**config.mk**
```make
export PLATFORM = sky130hd
export DESIGN_NAME = ddr_rd_tracker
export DESIGN_NICKNAME = d
export VERILOG_FILES = /design/src/rtl/ddr_rd_tracker_pkg.sv /design/src/rtl/ddr_rd_tracker_rd_tag_ram.sv /design/src/rtl/ddr_rd_tracker.sv
export SDC_FILE = /design/constraint.sdc
export NUM_CORES = 1
export LEC_CHECK = 0
export BUFFER_PORTS_ARGS = -buffer_cell sky130_fd_sc_hd__clkbuf_2
export CAP_MARGIN = 10
export CORE_MARGIN = 2
export CORE_UTILIZATION = 35
export DETAILED_ROUTE_END_ITERATION = 12
export PLACE_DENSITY = 0.55
export REMOVE_ABC_BUFFERS = 1
export SYNTH_ARGS = -nofsm -noshare
export SYNTH_HDL_FRONTEND = slang
export SYNTH_SLANG_ARGS = --single-unit
```
**constraint.sdc**
```tcl
create_clock -name i_clk -period 9 [get_ports i_clk]
set_input_delay 0.9 -clock i_clk [delete_from_list [all_inputs] [get_ports i_clk]]
set_output_delay 0.9 -clock i_clk [all_outputs]
set_load 0.05 [all_outputs]
```
**src/rtl/ddr_rd_tracker_pkg.sv**
```systemverilog
// Shared definitions for the two-requester DDR read tracker: widths, requester
// ID encoding and outstanding-capacity derivation.
package ddr_rd_tracker_pkg;

  localparam int unsigned DDR_ADDR_W = 32;
  localparam int unsigned DDR_DATA_W = 256;
  localparam int unsigned TAG_PTR_W  = 8;

  typedef enum logic {
    REQ0 = 1'b0,
    REQ1 = 1'b1
  } req_id_e;

  function automatic int unsigned max_out(input int unsigned ptr_w);
    return 32'd1 << ptr_w;
  endfunction

endpackage

```
**src/rtl/ddr_rd_tracker_rd_tag_ram.sv**
```systemverilog
// Requester-ID tag store: one bit per outstanding command, synchronous write,
// asynchronous read, intentionally not reset.
module ddr_rd_tracker_rd_tag_ram #(
  parameter int unsigned PTR_W = 8
) (
  input  logic             i_clk,
  input  logic             i_we,
  input  logic [PTR_W-1:0] i_waddr,
  input  logic             i_wdata,
  input  logic [PTR_W-1:0] i_raddr,
  output logic             o_rdata
);

  logic mem_q [2**PTR_W];

  // Tag write on grant; contents are only meaningful between wr_ptr and rd_ptr.
  always_ff @(posedge i_clk) begin
    if (i_we) begin
      mem_q[i_waddr] <= i_wdata;
    end
  end

  assign o_rdata = mem_q[i_raddr];

endmodule

```
**src/rtl/ddr_rd_tracker.sv**
```systemverilog
// Round-robin DDR read scheduler for two requesters with in-order routing of
// returned data back to the requester that issued each command.
module ddr_rd_tracker
  import ddr_rd_tracker_pkg::*;
#(
  parameter int unsigned ADDR_W = DDR_ADDR_W,
  parameter int unsigned DATA_W = DDR_DATA_W,
  parameter int unsigned PTR_W  = TAG_PTR_W
) (
  input  logic              i_clk,
  input  logic              i_rst_n,
  input  logic              i_req0_valid,
  input  logic [ADDR_W-1:0] i_req0_addr,
  input  logic              i_req1_valid,
  input  logic [ADDR_W-1:0] i_req1_addr,
  output logic              o_req0_ready,
  output logic              o_req1_ready,
  output logic              o_ddr_cmd_valid,
  output logic [ADDR_W-1:0] o_ddr_cmd_addr,
  input  logic              i_ddr_cmd_ready,
  input  logic              i_ddr_rd_valid,
  input  logic [DATA_W-1:0] i_ddr_rd_data,
  input  logic              i_ddr_rd_last,
  output logic              o_rd0_valid,
  output logic              o_rd1_valid,
  output logic [DATA_W-1:0] o_rd_data,
  output logic              o_rd_last,
  output logic [PTR_W:0]    o_outstanding,
  output logic              o_full,
  output logic              o_err
);

  localparam logic [PTR_W:0] MaxCnt = (PTR_W+1)'(max_out(PTR_W));
  localparam logic [PTR_W:0] CntOne = (PTR_W+1)'(1);
  localparam logic [PTR_W-1:0] PtrOne = PTR_W'(1);

  logic              cmd_valid_q, cmd_valid_d;
  logic [ADDR_W-1:0] cmd_addr_q, cmd_addr_d;
  logic              rd0_valid_q, rd0_valid_d;
  logic              rd1_valid_q, rd1_valid_d;
  logic [DATA_W-1:0] rd_data_q, rd_data_d;
  logic              rd_last_q, rd_last_d;
  logic [PTR_W:0]    count_q, count_d;
  logic              full_q, full_d;
  logic              err_q, err_d;
  req_id_e           last_grant_q, last_grant_d;
  logic [PTR_W-1:0]  wr_ptr_q, wr_ptr_d;
  logic [PTR_W-1:0]  rd_ptr_q, rd_ptr_d;

  logic    slot_free_s;
  logic    grant_s;
  req_id_e gnt_id_s;
  logic    owner_s;
  logic    accept_s;
  logic    retire_s;

  ddr_rd_tracker_rd_tag_ram #(.PTR_W(PTR_W)) u_tag_ram (
    .i_clk   (i_clk),
    .i_we    (grant_s),
    .i_waddr (wr_ptr_q),
    .i_wdata (logic'(gnt_id_s)),
    .i_raddr (rd_ptr_q),
    .o_rdata (owner_s)
  );

  // Arbitration, return steering and next-state for every register.
  always_comb begin
    slot_free_s = !cmd_valid_q || i_ddr_cmd_ready;
    case ({i_req1_valid, i_req0_valid})
      2'b11:   gnt_id_s = (last_grant_q == REQ0) ? REQ1 : REQ0;
      2'b10:   gnt_id_s = REQ1;
      default: gnt_id_s = REQ0;
    endcase
    grant_s = slot_free_s && !full_q && (i_req0_valid || i_req1_valid);

    // A beat with nothing outstanding has no owner: flag it and drop it.
    accept_s = i_ddr_rd_valid && (count_q != '0);
    retire_s = accept_s && i_ddr_rd_last;

    cmd_valid_d  = cmd_valid_q;
    cmd_addr_d   = cmd_addr_q;
    last_grant_d = last_grant_q;
    wr_ptr_d     = wr_ptr_q;
    if (grant_s) begin
      cmd_valid_d  = 1'b1;
      cmd_addr_d   = (gnt_id_s == REQ1) ? i_req1_addr : i_req0_addr;
      last_grant_d = gnt_id_s;
      wr_ptr_d     = wr_ptr_q + PtrOne;
    end else if (slot_free_s) begin
      cmd_valid_d = 1'b0;
    end else begin
      cmd_valid_d = cmd_valid_q;
    end

    rd0_valid_d = accept_s && (owner_s == logic'(REQ0));
    rd1_valid_d = accept_s && (owner_s == logic'(REQ1));
    rd_last_d   = accept_s && i_ddr_rd_last;
    if (accept_s) begin
      rd_data_d = i_ddr_rd_data;
    end else begin
      rd_data_d = rd_data_q;
    end
    if (retire_s) begin
      rd_ptr_d = rd_ptr_q + PtrOne;
    end else begin
      rd_ptr_d = rd_ptr_q;
    end

    case ({grant_s, retire_s})
      2'b10:   count_d = count_q + CntOne;
      2'b01:   count_d = count_q - CntOne;
      default: count_d = count_q;
    endcase
    full_d = (count_d == MaxCnt);
    err_d  = err_q || (i_ddr_rd_valid && (count_q == '0));
  end

  // State and registered outputs; the tag RAM itself is left unreset.
  always_ff @(posedge i_clk or negedge i_rst_n) begin
    if (!i_rst_n) begin
      cmd_valid_q  <= 1'b0;
      cmd_addr_q   <= '0;
      rd0_valid_q  <= 1'b0;
      rd1_valid_q  <= 1'b0;
      rd_data_q    <= '0;
      rd_last_q    <= 1'b0;
      count_q      <= '0;
      full_q       <= 1'b0;
      err_q        <= 1'b0;
      last_grant_q <= REQ1;
      wr_ptr_q     <= '0;
      rd_ptr_q     <= '0;
    end else begin
      cmd_valid_q  <= cmd_valid_d;
      cmd_addr_q   <= cmd_addr_d;
      rd0_valid_q  <= rd0_valid_d;
      rd1_valid_q  <= rd1_valid_d;
      rd_data_q    <= rd_data_d;
      rd_last_q    <= rd_last_d;
      count_q      <= count_d;
      full_q       <= full_d;
      err_q        <= err_d;
      last_grant_q <= last_grant_d;
      wr_ptr_q     <= wr_ptr_d;
      rd_ptr_q     <= rd_ptr_d;
    end
  end

  assign o_req0_ready    = grant_s && (gnt_id_s == REQ0);
  assign o_req1_ready    = grant_s && (gnt_id_s == REQ1);
  assign o_ddr_cmd_valid = cmd_valid_q;
  assign o_ddr_cmd_addr  = cmd_addr_q;
  assign o_rd0_valid     = rd0_valid_q;
  assign o_rd1_valid     = rd1_valid_q;
  assign o_rd_data       = rd_data_q;
  assign o_rd_last       = rd_last_q;
  assign o_outstanding   = count_q;
  assign o_full          = full_q;
  assign o_err           = err_q;

endmodule
```
# Yosys cells after proc, flatten, opt, wreduce, memory -nomap -nowiden
# Memories as Yosys holds them, arrays and structs flattened.
# Index checks and enable logic that the tools add are counted.
# op_classes
n_eq_ne	5
mux	8
addsub	4
bitwise_logic	2
reduce_logical	17
# op_table
operator	n
2-to-1 mux 32 bit	1
case mux 9 bit (2 select lines)	1
adder 8 x 1 -> 8 bit (second input constant)	2
adder 9 x 1 -> 9 bit (second input constant)	1
equality test 9 bit (second input constant)	1
logical AND 1 bit	9
logical NOT 9 bit	1
nonzero test 9 bit	1
subtractor 9 x 1 -> 9 bit (second input constant)	1
equality test 2 bit (second input constant)	3
2-to-1 mux 1 bit	5
logical OR 1 bit	3
equality test 2 x 1 -> 1 bit (second input constant)	1
logical NOT 1 bit	2
NOT 1 bit	2
case mux 1 bit (2 select lines)	1
nonzero test 2 bit	1
# word_totals
n_memories	1
input_bits	327
ram_bits	256
reg_bits	320
word_cells	49
# memory_table
memory	words	word_bits	read_ports	rd_ports_with_merged_regs	wr	line	source
u_tag_ram.mem_q	256	1	1	0	1	ddr_rd_tracker_rd_tag_ram.sv:14	logic mem_q [2**PTR_W];

# Depth between registers and ports, before layout
# Gate-level depths: netlist of run 1.
# logic_depth
ltp_word	7
depth_mapped	15
depth_no_buf	12

# Cells and area by module
# Synthesis of run 1 repeated with hierarchy kept, for this count alone.
# hier_totals
cells_unflattened	1683
area_unflattened_um2	23980.5
# by_module_without_submodules
module	area_each_um2	cells_each	seq_area_each_um2	instances
ddr_rd_tracker	12872.3	896	8008.9	1
ddr_rd_tracker_rd_tag_ram	11108.2	787	7687.4	1

# Least setup slack after synthesis of run 1
# No wires, ideal clock.
# synth_path
path_type	input port to output port
start	in i_req1_valid
end	out o_req0_ready
arrival_ns	7.029
path_buffers	2
required_ns	8.100
stages	4
slack_ns	1.071
cell_sequence	a21boi_0 -> clkbuf_1 -> clkbuf_1 -> nor2_1
# synth_between
elab_chain_cells	4
# synth_lines
item	line	source
start, declared	ddr_rd_tracker.sv:14	input logic i_req1_valid,
equality test 2 bit	ddr_rd_tracker.sv:69	case ({i_req1_valid, i_req0_valid})
case mux 1 bit (2 select lines) *	ddr_rd_tracker.sv:69	
net gnt_id_s	ddr_rd_tracker.sv:52	req_id_e gnt_id_s;
NOT 1 bit *	ddr_rd_tracker.sv:149	assign o_req0_ready = grant_s && (gnt_id_s == REQ0);
logical AND 1 bit *	ddr_rd_tracker.sv:149	
end, declared	ddr_rd_tracker.sv:16	output logic o_req0_ready,
# Mark *: on every way through the listed nets, which the timed path passes. The rest lies on a longest branch.

# Worst setup path in the final report of run 1
# layout_path
start	reg count_q[2] (netlist: o_outstanding[2])
end	reg full_q (netlist: o_full)
# layout_between
elab_chain_cells	6
# layout_lines
item	line	source
start, declared	ddr_rd_tracker.sv:43	logic [PTR_W:0] count_q, count_d;
start signal, assigned	ddr_rd_tracker.sv:140	count_q <= count_d;
parallel branches: the longest is 4 deep, another holds subtractor 9 x 1 -> 9 bit	-	
case mux 9 bit (2 select lines) *	ddr_rd_tracker.sv:109	case ({grant_s, retire_s})
net count_d[8]	ddr_rd_tracker.sv:43	
equality test 9 bit *	ddr_rd_tracker.sv:114	full_d = (count_d == MaxCnt);
net full_d	ddr_rd_tracker.sv:44	logic full_q, full_d;
end signal, assigned	ddr_rd_tracker.sv:141	full_q <= full_d;
end, declared	ddr_rd_tracker.sv:44	
# Mark *: on every way through the listed nets, which the timed path passes.
# A chain may end at the register's enable or synchronous reset.

==> results.txt, run 1 <==
max_cap viols -> 0
CTS Root Cell -> clkbuf_16
worst slew pin tran -> 1.188 ns
hold buffer count at cts -> 0
IO Count -> 632
largest net degree at the start of global routing -> 265
VDD IR max -> 0.0001435 V
outcome -> finished clean
core area -> 67400 um2
Pre-antenna DRT Iters -> 5
total gr overflow -> 0
sequential cell area -> 15700 um2
synth-to-layout area growth -> 25.29%
number of synthesis warnings -> 0
Hold Path Class -> in2async
die width -> 265.5 um
Avg Cell Area, Syn -> 10.91 um2
CP Class -> reg2reg
FP Rows -> 95
clock latency on the worst-skew pair -> 0.60 ns
GRT Util Overall -> 26.08%
initial antenna violation count -> 33
placed insts -> 3572
Cell Area, Synth -> 23930 um2
Hold WS -> 0.3832 ns
TritonCTS Buffers -> 68
asr flop ratio synth -> 55.56%
register area share after synthesis -> 65.59%
post-route ant nets -> 0
die area -> 70480 um2
CTS resizes -> 0
share of cells above drive strength 1 -> 28.81%
crit path time final -> 4.061 ns
H-tree levels -> 3
via/cell ratio -> 5.019
area taken by multi-input logic gates -> 7666 um2
chip height -> 265.5 um
Startpoint Class -> flop
CP endpoint kind -> flop
Port-buffer cells -> 631
vias -> 18567
highest clock rate -> 246.3 MHz
hpwl dp -> 68060 um
DRT iter0 DRCs -> 1814
setup-violating endpoint count in the final report -> 0
worst reg2reg startpoint -> o_outstanding[2]
Slew Viols, Final -> 0
Clock Pin Slew Worst Setup and Hold Paths -> 0.06 ns
WL final -> 92460 um
global-route wire length before repair -> 131600 um
final cell count without fillers -> 3699
worst-path fanout max -> 16
Fill cells -> 6504
clock skew -> 0.01724 ns
relative max-transition margin -> 20.77%
crit path DAT -> 4.54 ns
Post-synth EDFFs -> 256
Post-Synthesis Cells -> 2193
placer congestion estimate -> 1.015
Most used DFF post-synth -> dfrtp_1
CTS tree -> yes
CTS sink count -> 576
Nets -> 3103
power density over cell area -> 279.5 nW/um2
Clock Path Buffers -> 3
setup repair after global routing missed its margin -> no
detailed-route DRC error count -> 0
Final Hold Fails -> 0
Worst EP required -> 9.48 ns
buffer count from post-CTS setup fixing -> 0
Worst Setup SP -> o_outstanding[2]
Period Utilization, post-route -> 45.12%
Lkg Pwr -> 13.71 nW
Netlist cell types -> 59
post-synthesis sequential element count -> 576
starting density of the core -> 35.51%
drt wl/cell -> 25.00 um
vias in the first global route -> 18423
cells by family after synthesis:
group / count (synthesis) / share of synthesized area [%]
AOI/OAI and AO/OA: 109 / 2.965
xor gates and xnor gates: 24 / 0.8784
adders and majority gates: 7 / 0.3660
buffers and inverters: 147 / 2.463
DFF: 576 / 65.59
muxes: 121 / 7.848
and+or+nand+nor: 1209 / 19.89
per-stage QoR:
step                      instance area [um2]  setup slack [ns]  util [%]  power, mW  TNS [ns]
after global placement                  27820             5.048     41.28      5.745         0
after detailed placement                27820             4.966     41.28      5.763         0
after global routing                    29970             4.669     44.47      8.725         0
after floorplan                         23360            -10.38         -      4.995  -2403.01
final                                   29980             4.939     44.49      8.381         0
after CTS                               29970             4.931     44.47      8.462         0
registers in the layout, summed over array words and instances (netlist names), 8 cells and up:
signal           flops
o_rd_data          256
u_tag_ram.mem_q    256
o_ddr_cmd_addr      32
o_outstanding        9
rd_ptr_q             8
wr_ptr_q             8
report_power, final:
part	total (mW)	switching (mW)	leakage [nW]	internal [mW]
clock network	2.67	1.11	1.05	1.56
registers	3.28	0.281	6.21	3.00
logic	2.43	1.71	6.46	0.711
total	8.38	3.11	13.7	5.27
final timing paths:
kind / end / slack, ns / depth (start not counted)
min in group i_clk: o_err / 0.46 / 1
hold / removal: o_rd_data[13] / 0.38 / 1
max in group asynchronous: rd_ptr_q[1] / 6.89 / 2
hold reg to reg: o_err / 0.46 / 1
setup reg to reg: o_full / 4.94 / 12
setup / recovery: o_full / 4.94 / 12
routing by layer:
metal	share of wire (%)	GRT usage, %	up-vias
li1	-	-	8442
met1	43	36.31	9172
met2	44	39.20	775
met3	10	8.341	152
met4	2.5	7.131	26
met5	0.18	0	-
Yosys cell counts, drive strengths merged, types with 7 or more instances:
cell	n	share of area (%)
nand2	848	13
o21ai	43	0.90
ha	7	0.37
xnor2	18	0.66
nor3	8	0.17
clkbuf	117	1.8
and2	7	0.18
a21oi	14	0.29
nand4	11	0.29
nor2	280	4.4
nand3	14	0.29
mux4	53	5.0
nor2b	10	0.26
dfrtp	319	33
buf	24	0.53
a22oi	17	0.53
edfxtp	256	32
mux2i	65	2.7
worst max-delay path: stages, from the launching register on:
cell and delay [ns]:
dfrtp_1 0.57, or3_1 0.51, or4_1 0.69, nand2_8 0.17
xnor2_1 0.13, ha_1 0.27, a21oi_1 0.09, a311oi_1 0.34
o211ai_1 0.14, a311o_1 0.37, a21oi_1 0.16, xor2_1 0.19
nor4bb_2 0.31
cells in the final DEF (no fill, tap or decap), types with 12 or more instances in the layout:
cell type,count
dfrtp_1,317
nor2_1,280
buf_4,12
clkbuf_16,71
mux2i_1,65
nand2_1,846
a21oi_1,14
clkbuf_2,630
xnor2_1,18
a22oi_1,17
mux4_2,53
edfxtp_1,256
nand3_1,14
clkbuf_1,22
o21ai_0,41
final cells by class:
| type | count | share of cell area, % |
|---|---|---|
| inverters | 6 | 0.07512 |
| flip-flops and latches | 576 | 52.37 |
| clock buffers | 99 | 6.477 |
| clock inverters | 24 | 0.7011 |
| well taps | 873 | 3.643 |
| multi-input cells | 1470 | 25.57 |
| repair buffers | 647 | 11.13 |
| diodes | 4 | 0.03338 |
(Power assumes the default switching activity.)
==> run 2: changes to the inputs <==
Clock period 9 ns to 4 ns, I/O delays scaled along.
==> results.txt, run 2 (synthesis results as in run 1) <==
Period Utilization, post-route -> 94.48% (+49 points)
power density over cell area -> 598.4 nW/um2 (+110%)
Nets -> 3321 (+7.0%)
TritonCTS Buffers -> 66 (-2.9%)
worst reg2reg startpoint -> o_outstanding[7]
Lkg Pwr -> 14.67 nW (+7.0%)
crit path time final -> 3.779 ns (-0.2815 ns)
PnR worst setup slack -> 0.2208 ns (-4.719 ns)
IO Count -> 632 (unchanged)
Final Hold Fails -> 0 (unchanged)
placer congestion estimate -> 0.9440 (-6.9%)
relative max-transition margin -> 21.02% (+0.25 points)
total gr overflow -> 0 (unchanged)
synth-to-layout area growth -> 34.30%
r2r setup slk -> 0.22 ns (-4.72 ns)
share of cells above drive strength 1 -> 27.98% (-0.83 points)
cells on worst reg2reg path -> 12 (unchanged)
die area -> 70480 um2 (unchanged)
highest clock rate -> 264.6 MHz (+7.4%)
buffer count from post-CTS setup fixing -> 0 (unchanged)
dpl ws -> 0.08103 ns (-4.885 ns)
Clock Path Buffers -> 3 (unchanged)
setup repair after global routing missed its margin -> no
vias in the first global route -> 19966 (+8.4%)
CP Class -> reg2reg
core area -> 67400 um2 (unchanged)
Slew Viols, Final -> 0 (unchanged)
crit path DAT -> 4.27 ns (-0.27 ns)
Startpoint Class -> flop
Worst EP required -> 4.50 ns (-4.98 ns)
Worst Hold End -> o_rd_data[118]
Hold Path Class -> in2reg
cell area after layout -> 32140 um2 (+7.2%)
largest net degree at the start of global routing -> 257 (-3.0%)
chip height -> 265.5 um (unchanged)
CTS Root Cell -> clkbuf_16
clock latency on the worst-skew pair -> 0.61 ns (about the same)
drt wl/cell -> 24.34 um (-2.6%)
vias -> 19940 (+7.4%)
WL final -> 95460 um (+3.2%)
global-route wire length before repair -> 137500 um (+4.5%)
worst-path fanout max -> 12 (-4)
GRT Util Overall -> 26.95% (+0.87 points)
FP Rows -> 95 (unchanged)
hpwl dp -> 69980 um (+2.8%)
worst slew pin tran -> 1.185 ns (-0.003690 ns)
Port-buffer cells -> 631 (unchanged)
outcome -> finished clean
clock skew -> 0.01891 ns (+0.001666 ns)
placed insts -> 3608 (+1.0%)
starting density of the core -> 35.51% (unchanged)
detailed-route DRC error count -> 0 (unchanged)
final cell count without fillers -> 3922 (+6.0%)
most common cell after layout, fill and taps aside -> nand2_1
setup-violating endpoint count in the final report -> 0 (unchanged)
H-tree levels -> 3 (unchanged)
die width -> 265.5 um (unchanged)
Placed Area -> 28170 um2 (+1.2%)
Hold WS -> 0.02521 ns (-0.3580 ns)
max_cap viols -> 0 (unchanged)
FF-to-FF End -> o_full
VDD IR max -> 0.0003232 V (+130%)
setup tns final -> 0 ns (unchanged)
Pre-antenna DRT Iters -> 9 (+4)
WHS Path Cells -> 3
HP Start -> i_ddr_rd_data[118]
initial antenna violation count -> 17 (-48%)
post-route ant nets -> 0 (unchanged)
most frequent cells in the layout -> nand2_1 (846), clkbuf_2 (630), dfrtp_1 (317), nor2_1 (280), edfxtp_1 (256)
via/cell ratio -> 5.084 (+1.3%)
CP endpoint kind -> flop
Clock Pin Slew Worst Setup and Hold Paths -> 0.06 ns (about the same)
CTS sink count -> 576 (unchanged)
DRT iter0 DRCs -> 1904 (+5.0%)
CTS tree -> yes
[run 2: changes by cell type in the layout (fill, tap and decap cells not counted), sizes merged, moves of 2 or more]
cell / change
diode: +4
clkinv: +8
clkinvlp: -2
clkbuf: -8
buf: +36
dlygate4sd3: +184
[run 2: metal layers]
| metal | up-vias | global-route usage, % | share of wire [%] |
|---|---|---|---|
| met5 | - | 0 | 0.064 |
| met4 | 10 | 9.803 | 3.5 |
| met3 | 163 | 5.906 | 8.2 |
| met2 | 878 | 40.49 | 44 |
| met1 | 10017 | 38.39 | 44 |
| li1 | 8872 | - | - |
[run 2: per-stage QoR]
step	total power, mW	utilization, %
4_1_cts	19.31	47.62
6_report	19.23	47.69
5_1_grt	19.96	47.66
2_1_floorplan	11.24	-
3_5_place_dp	13.26	41.79
3_3_place_gp	13.21	41.79
[run 2: final cells by class]
class / instances / area (um2)
fillers: 6188 / 35260
multi-input cells: 1470 / 7687
diodes: 8 / 20.02
inverters: 6 / 22.52
repair buffers: 867 / 5525
clock inverters: 31 / 241.5
flip-flops and latches: 576 / 15700
clock buffers: 91 / 1848
well taps: 873 / 1092
[run 2: worst max-delay path, cell delays in order (launching register included)]
cell,delay [ns]
dfrtp_1,0.43
or4_1,0.55
or4_4,0.48
buf_4,0.18
and3_1,0.21
ha_1,0.36
inv_1,0.21
a311oi_2,0.13
o21ai_1,0.18
nand4_1,0.13
a21oi_1,0.23
xor2_1,0.25
nor4bb_4,0.35
[run 2: worst max path at each step]
stage	slack (ns)	startpoint	to	cells after the start
CTS	0.06	o_outstanding[7]	o_full	12
floorplan	-14.38	i_req1_valid	o_req0_ready	2
detailed placement	0.08	o_outstanding[7]	o_full	12
global route	0.02	o_outstanding[7]	o_full	12
global placement	0.17	o_outstanding[7]	o_full	12
finish	0.22	o_outstanding[7]	o_full	12
[run 2: power by group]
group | total, mW | internal, mW | switching (mW) | leakage, nW
clock network | 5.89 | 3.39 | 2.50 | 1.03
registers | 7.29 | 6.75 | 0.544 | 6.21
logic | 6.05 | 1.90 | 4.15 | 7.44
total | 19.2 | 12.0 | 7.20 | 14.7
[run 2: repair_timing]
action / 4_1_cts / 5_1_grt
gates resized for setup: 0 / 4
hold endpoints to repair: 277 / 0
setup endpoints to repair: 0 / 1
hold buffers: 184 / 0
==> run 3: changes to the inputs <==
==> constraint.sdc (replaced) <==
create_clock -name i_clk -period 4 [get_ports i_clk]
set_input_delay 0.4 -clock i_clk [delete_from_list [all_inputs] [get_ports i_clk]]
set_output_delay 0.4 -clock i_clk [all_outputs]
set_load 0.01 [all_outputs]
==> results.txt, run 3 (synthesis results as in run 1) <==
Slew Viols, Final -> 0 (unchanged)
total gr overflow -> 0 (unchanged)
sequential cell area -> 15700 um2 (unchanged)
initial antenna violation count -> 21 (+4)
placer congestion estimate -> 0.9326 (-1.2%)
drt wl/cell -> 24.11 um (-0.95%)
via/cell ratio -> 4.990 (-1.8%)
Clock Pin Slew Worst Setup and Hold Paths -> 0.06 ns (about the same)
setup-violating endpoint count in the final report -> 0 (unchanged)
Placed Area -> 28170 um2 (unchanged)
worst reg2reg startpoint -> o_outstanding[7]
crit path time final -> 3.762 ns (-0.01754 ns)
worst-path fanout max -> 10 (-2)
worst slew pin tran -> 1.302 ns (+0.1176 ns)
CP Class -> reg2reg
power density over cell area -> 551.0 nW/um2 (-7.9%)
die area -> 70480 um2 (unchanged)
IO Count -> 632 (unchanged)
placed insts -> 3608 (unchanged)
vias in the first global route -> 19938 (-0.14%)
area taken by multi-input logic gates -> 7670 um2 (-0.23%)
DRT iter0 DRCs -> 1820 (-4.4%)
detailed-route DRC error count -> 0 (unchanged)
final cell count without fillers -> 3934 (+0.31%)
CTS sink count -> 576 (unchanged)
max_cap viols -> 0 (unchanged)
Final Hold Fails -> 0 (unchanged)
core area -> 67400 um2 (unchanged)
Startpoint Class -> flop
Worst EP required -> 4.52 ns (+0.02 ns)
hpwl dp -> 70030 um (about the same)
WL final -> 94840 um (-0.64%)
global-route wire length before repair -> 137000 um (-0.31%)
Pre-antenna DRT Iters -> 5 (-4)
clock skew -> 0.02239 ns (+0.003484 ns)
GRT Util Overall -> 26.77% (-0.18 points)
Lkg Pwr -> 14.68 nW (about the same)
Port-buffer cells -> 631 (unchanged)
relative max-transition margin -> 13.18% (-7.8 points)
CP endpoint kind -> flop
CTS Root Cell -> clkbuf_16
Pwr Total -> 17.75 mW (-7.7%)
Clock Path Buffers -> 3 (unchanged)
TritonCTS Buffers -> 61 (-7.6%)
clock latency on the worst-skew pair -> 0.64 ns (+0.03 ns)
synth-to-layout area growth -> 34.65%
Fill cells -> 6237 (+0.79%)
die width -> 265.5 um (unchanged)
vias -> 19631 (-1.5%)
Period Utilization, post-route -> 94.04% (-0.44 points)
starting density of the core -> 35.51% (unchanged)
post-route ant nets -> 0 (unchanged)
largest net degree at the start of global routing -> 257 (unchanged)
FP Rows -> 95 (unchanged)
share of cells above drive strength 1 -> 27.71% (-0.27 points)
Hold Path Class -> in2reg
HP Start -> i_ddr_rd_data[30]
H-tree levels -> 2 (-1)
CTS tree -> yes
highest clock rate -> 265.8 MHz (+0.47%)
cell area after layout -> 32220 um2 (+0.26%)
crit path DAT -> 4.29 ns (+0.02 ns)
outcome -> finished clean
most frequent cells in the layout -> nand2_1 (846), clkbuf_2 (630), dfrtp_1 (317), nor2_1 (280), edfxtp_1 (256)
setup repair after global routing missed its margin -> no
chip height -> 265.5 um (unchanged)
Nets -> 3331 (+0.30%)
Worst Setup SP -> o_outstanding[7]
VDD IR max -> 0.0003499 V (+8.3%)
most common cell after layout, fill and taps aside -> nand2_1
run 3: per-layer routing:
layer	share of wire (%)	GRT usage (%)
met5	0.085	0
met4	3.7	9.070
met3	9.0	7.212
met2	44	40.07
met1	43	37.63
run 3: worst paths after layout:
path / to / slack, ns / cells after the start
max in group asynchronous: o_rd_data[136] / 2.42 / 3
worst max register to register: o_full / 0.24 / 12
worst max-delay path: o_full / 0.24 / 12
worst min-delay path: o_rd_data[30] / 0.05 / 3
worst min register to register: o_err / 0.47 / 1
min in group asynchronous: o_rd_data[127] / 0.41 / 2
run 3: what timing repair did:
item / 4_1_cts / 5_1_grt
setup buffers: 0 / 0
resized for setup: 0 / 1
hold endpoints to repair: 292 / 0
hold buffers: 199 / 0
setup endpoints to repair: 0 / 1
run 3: layout make-up:
type                       instances  share of cell area, %
antenna                           12                0.09319
clock buffer                      89                  5.343
clock inverter                    26                 0.9630
inverter                           6                0.06989
multi-input combinational       1470                  23.80
sequential                       576                  48.73
tap                              873                  3.390
timing repair buffer             882                  17.61
run 3: critical path, stage by stage (launching register included):
cell      delay, ns
dfrtp_1        0.43
or4_1          0.55
or4_4          0.48
nand2_8        0.13
xnor2_1        0.14
ha_1           0.26
a21oi_1        0.09
a311oi_1       0.33
o211ai_1       0.14
a311o_1        0.36
a21oi_1        0.16
xor2_1         0.21
nor4bb_2       0.35
run 3: report_power, final:
part | switching, mW | leakage (nW) | total [mW] | internal, mW
combinational | 2.78 | 7.49 | 4.68 | 1.90
sequential | 0.544 | 6.21 | 7.29 | 6.75
clock | 2.41 | 0.988 | 5.78 | 3.37
run 3: metrics by stage:
step | setup slack (ns) | TNS [ns] | hold slack, ns | util [%]
after floorplan | -12.95 | -4193.31 | 0.1044 | -
after global placement | 0.1512 | 0 | 0.4499 | 41.79
after detailed placement | 0.1875 | 0 | 0.4560 | 41.79
after CTS | 0.1696 | 0 | 0.001431 | 47.76
after global routing | 0.03941 | 0 | 0.03657 | 47.78
final | 0.2384 | 0 | 0.05246 | 47.81
